`config.mk`:
```
export PLATFORM = sky130hd
export DESIGN_NAME = alu_issue_stage
export DESIGN_NICKNAME = d
export VERILOG_FILES = /design/src/rtl/alu_issue_stage.sv
export SDC_FILE = /design/constraint.sdc
export NUM_CORES = 1
export LEC_CHECK = 0
export ABC_AREA = 1
export BUFFER_PORTS_ARGS = -buffer_cell sky130_fd_sc_hd__buf_2
export CORE_AREA = 2 2 200 202
export CTS_CLUSTER_SIZE = 14
export DETAILED_ROUTE_END_ITERATION = 8
export DIE_AREA = 0 0 202 204
export GPL_TIMING_DRIVEN = 1
export PLACE_DENSITY = 0.48
export SLEW_MARGIN = 20
export SYNTH_ARGS = -nofsm -noshare
export SYNTH_HDL_FRONTEND = slang
export SYNTH_SLANG_ARGS = --single-unit
```
`constraint.sdc`:
```
create_clock -name clk -period 1.7 [get_ports clk]
set_input_delay 0.17 -clock clk [delete_from_list [all_inputs] [get_ports clk]]
set_output_delay 0.17 -clock clk [all_outputs]
set_load 0.02 [all_outputs]
```
`src/rtl/alu_issue_stage.sv`:
```
// One-entry issue register between decode and the ALU, with optional operand forwarding.
// Define ALU_ISSUE_FWD_EN to enable EX/WB forwarding; otherwise register-file values are used directly.
module alu_issue_stage #(
    parameter int XLEN = 64,
    parameter int RA_W = 5
) (
    input  logic            clk,
    input  logic            rst_n,
    input  logic            in_valid,
    output logic            in_ready,
    input  logic [RA_W-1:0] rs1_addr,
    input  logic [RA_W-1:0] rs2_addr,
    input  logic [XLEN-1:0] rs1_data,
    input  logic [XLEN-1:0] rs2_data,
    input  logic [XLEN-1:0] imm,
    input  logic            use_imm,
    input  logic [3:0]      alu_ctrl_in,
    input  logic [RA_W-1:0] rd_in,
    input  logic            reg_write_in,
    input  logic            ex_we,
    input  logic [RA_W-1:0] ex_rd,
    input  logic [XLEN-1:0] ex_data,
    input  logic            wb_we,
    input  logic [RA_W-1:0] wb_rd,
    input  logic [XLEN-1:0] wb_data,
    input  logic            flush,
    output logic            out_valid,
    input  logic            out_ready,
    output logic [XLEN-1:0] in1,
    output logic [XLEN-1:0] in2,
    output logic [3:0]      alu_control,
    output logic [RA_W-1:0] rd_out,
    output logic            reg_write_out,
    output logic [15:0]     stall_cnt
);

    logic            out_valid_reg;
    logic [XLEN-1:0] in1_reg;
    logic [XLEN-1:0] in2_reg;
    logic [3:0]      alu_control_reg;
    logic [RA_W-1:0] rd_out_reg;
    logic            reg_write_out_reg;
    logic [15:0]     stall_cnt_reg;

    logic            capture;
    logic            handoff;
    logic            stalled;
    logic [XLEN-1:0] op2_next;

    // Index 0 is rs1, index 1 is rs2.
    logic [1:0][RA_W-1:0] src_addr;
    logic [1:0][XLEN-1:0] src_data;
    logic [1:0][XLEN-1:0] fwd_data;

    assign src_addr = {rs2_addr, rs1_addr};
    assign src_data = {rs2_data, rs1_data};

    genvar gi;
    generate
        for (gi = 0; gi < 2; gi++) begin : g_src
`ifdef ALU_ISSUE_FWD_EN
            logic ex_hit;
            logic wb_hit;
            // EX is younger than WB, so it wins; x0 is hardwired and never forwarded.
            assign ex_hit = ex_we && (ex_rd == src_addr[gi]) && (ex_rd != '0);
            assign wb_hit = wb_we && (wb_rd == src_addr[gi]) && (wb_rd != '0);
            assign fwd_data[gi] = ex_hit ? ex_data : (wb_hit ? wb_data : src_data[gi]);
`else
            assign fwd_data[gi] = src_data[gi];
`endif
        end
    endgenerate

`ifndef ALU_ISSUE_FWD_EN
    logic unused_fwd;
    assign unused_fwd = ^{ex_we, ex_rd, ex_data, wb_we, wb_rd, wb_data, src_addr};
`endif

    assign in_ready = !out_valid_reg || out_ready;
    assign capture  = in_valid && in_ready && !flush;
    assign handoff  = out_valid_reg && out_ready;
    assign stalled  = out_valid_reg && !out_ready;
    assign op2_next = use_imm ? imm : fwd_data[1];

    always_ff @(posedge clk or negedge rst_n) begin
        if (!rst_n) begin
            out_valid_reg <= 1'b0;
            stall_cnt_reg <= 16'd0;
        end else begin
            // Flush squashes the held entry and any same-cycle input.
            if (flush) begin
                out_valid_reg <= 1'b0;
            end else if (capture) begin
                out_valid_reg <= 1'b1;
            end else if (handoff) begin
                out_valid_reg <= 1'b0;
            end
            if (stalled && (stall_cnt_reg != 16'hFFFF)) begin
                stall_cnt_reg <= stall_cnt_reg + 16'd1;
            end
        end
    end

    always_ff @(posedge clk or negedge rst_n) begin
        if (!rst_n) begin
            in1_reg           <= '0;
            in2_reg           <= '0;
            alu_control_reg   <= 4'b0000;
            rd_out_reg        <= '0;
            reg_write_out_reg <= 1'b0;
        end else if (capture) begin
            in1_reg           <= fwd_data[0];
            in2_reg           <= op2_next;
            alu_control_reg   <= alu_ctrl_in;
            rd_out_reg        <= rd_in;
            reg_write_out_reg <= reg_write_in;
        end
    end

    assign out_valid     = out_valid_reg;
    assign in1           = in1_reg;
    assign in2           = in2_reg;
    assign alu_control   = alu_control_reg;
    assign rd_out        = rd_out_reg;
    assign reg_write_out = reg_write_out_reg;
    assign stall_cnt     = stall_cnt_reg;

endmodule

```
==> flow_summary.toml <==
[run_status]
status = "complete, no violations"

[final_layout]
fin_nets = 1667
num_antenna_cells = 0
drive_above_1_share = 0.3225
syn_to_final_growth_pct = 55.90

[placement]
place.gp.congestion = 0.7922
pre_cts_ws_ns = 0.2026
dpl.hpwl_um = 16320
portBuffers = 363

[clock_tree]
clk_path_buf_depth = 2
cts_made_buffers = 17
clkTransAtPathRegs_ns = 0.06
clk-insertion-delay-late_ns = 0.43
htreeDepth = 4
cts_tree = "done"
cts-resized-gates = 0
cts-root-buf = "clkbuf_16"
clock_sinks = 155
cts_setup_buffers = 0
hold_buffers = 80

[worst_setup_path]
slowest_stage = "dlygate4sd3_1"
max_stage_delay_ns = 0.54
cp_top_family = "buffers and inverters"
cp-end-kind = "register"
worstSetupStartpointType = "input port"
required_ns = 2.07
path_buf_inv = 4
path_cells = "dlygate4sd3_1 > buf_2 > nor2_1 > nand2_8 > inv_2 > buf_4 > nand2_1 > nand2_1"
path_common_cell = "nand2_1"
critPathKind = "in2reg"
path_max_fanout = 27
cp_data_arrival_time_ns = 1.92

[global_routing]
antenna_found_initial = 0
grt_pass1_vias = 6971
grt_usage = 0.1097
grt_pass1_wl_um = 35740
grt_max_degree = 74
global_route.overflow_total = 0

[worst_hold_path]
hold_class = "in2reg"

[yosys]
netlist_instances = 873
avgSynthCellArea_um2 = 7.956
ys_types = 20
synth_edf_count = 0
ys.flop_type = "dfrtp_1"
yosys.area.top_type = "dfrtp_1"
ys_seq_area_frac = 0.5585
synthArstFlopShare = 1.000
yosysMostFrequentCell = "nand2_1"
synth_common_cells = "nand2_1 (409), dfrtp_1 (155), o21ai_0 (123)"
synth_fp_nets = 1232
synth_area_leaders = "dfrtp_1 (56%), nand2_1 (22%), o21ai_0 (8.9%)"
ys_ff_latch = 155
synth_top_area_share = 0.5585
yosysWarnings = 0
synth_area_mm2 = 0.006945

[detailed_routing]
vias = 6941
drt-pass1-iter-count = 4
antenna_left = 0
routed_wl_um = 22210
wl_per_cell_um = 12.03
drt_iter0_drc = 292
drc = 0
viasPerCell = 3.760

[run]
max_cap_violations = 0

[power]
p_int_w = 0.007780
switchingPower_w = 0.003807
pwr-share-seq = 0.397
power_leakage_nw = 5.878
ir_drop_v = 0.0005371
clkPwrFrac = 0.351
power.density_mw_per_mm2 = 1070
switching_share = 0.3285
comb_power_share = 0.252

[die]
rows = 73
dieArea_mm2 = 0.04121
core_area_mm2 = 0.03918
die_y_um = 204
initial_core_util = 0.1773
die_w_um = 202
io-pin-count = 514

[timing]
fmax_mhz = 641.3
min_period_over_period = 0.9173
relSlewSlack = 0.6896
report.final.slew_viol_count = 0
fin_worst_skew_ns = 0.007914
hold_viol_final = 0
rsz0062_at_grt = "no"
finalSetupViolCount = 0
layout_min_cycle_time_ns = 1.559
tightest_slew_ns = 0.4655
fin_ws_ns = 0.1406
fin_tns_setup_ns = 0
-- routing by layer --
metal  global-route usage  part of all wire  wire length [µm]
met5                    0                 0                 0
met2               0.1811              0.48             10720
met3              0.02790             0.053              1167
met1               0.1341              0.44              9830
met4              0.05147             0.022               485
-- path summary, 6_finish.rpt --
path | to | from | slack [ns] | cells after the start
setup / recovery | in1[42] | flush | 0.14 | 8
setup reg to reg | stall_cnt[10] | stall_cnt[0] | 0.21 | 8
hold / removal | in2[14] | rs2_data[14] | 0.04 | 3
max in group asynchronous | in2[32] | rst_n | 0.87 | 3
hold reg to reg | in1[24] | in1[24] | 0.47 | 2
min in group asynchronous | in1[21] | rst_n | 0.20 | 2
-- area by class of cell --
type,count,area (µm²)
Multi-Input combinational cell,592,2504
Sequential cell,155,3879
Clock buffer,20,456.7
Timing Repair Buffer,462,2869
Tap cell,525,656.9
Fill cell,4241,28360
Inverter,80,300.3
Clock inverter,12,162.7
-- layout by cell type, fill, tap and decap left out --
cell,netlist,layout
a21oi_1,1,1
buf_12,0,8
buf_2,17,361
buf_4,18,12
buf_6,2,1
bufinv_16,0,3
clkbuf_1,9,1
clkbuf_16,0,17
clkbuf_8,0,2
clkinv_2,0,1
clkinv_4,0,3
clkinvlp_4,0,2
dfrtp_1,155,155
dlygate4sd3_1,0,80
ha_1,1,1
inv_1,78,78
inv_2,2,2
inv_6,0,3
nand2_1,409,409
nand2_2,2,1
nand2_8,0,1
nand3_1,7,7
nand4_1,4,4
nor2_1,18,18
nor2_2,4,4
o21ai_0,123,123
o21ai_1,12,12
o21ai_2,5,5
xnor2_1,5,5
xor2_1,1,1
-- worst register-to-register path: stages (launching register included) --
cell     delay (ns)
dfrtp_1        0.37
ha_1           0.21
nand2_1        0.07
nor2_1         0.10
nand2_1        0.12
nor2_1         0.17
nand2_1        0.12
o21ai_0        0.16
nand2_1        0.06
-- metrics by stage --
stage                     area, µm²  total power, W  instances  hold slack [ns]    util
after detailed placement       9408        0.007484       1734          0.09545  0.2401
after global routing          10830         0.01232       1846          0.03101  0.2763
after global placement         9408        0.007458       1734          0.09651  0.2401
final                         10830         0.01159       1846          0.03909  0.2763
after CTS                     10830         0.01184       1846        0.0009457  0.2763
after floorplan                6945        0.006196        873          -0.1256       -
-- logic make-up after synthesis --
logic type,count (synthesis),share of synthesized area
compound gates,141,0.1043
buf+inv,126,0.08305
flops,155,0.5585
xor+xnor,6,0.007566
simple gates,444,0.2448
fa+ha+maj,1,0.001801
-- power groups by stage --
stage / Clock (W) / Sequential (W) / Combinational [W]
floorplan: 0 / 0.00539 / 0.000805
global placement: 0 / 0.00464 / 0.00281
detailed placement: 0 / 0.00466 / 0.00283
CTS: 0.00426 / 0.00460 / 0.00297
global route: 0.00440 / 0.00468 / 0.00324
finish: 0.00407 / 0.00460 / 0.00292
Power figures use the tool's default switching activity.
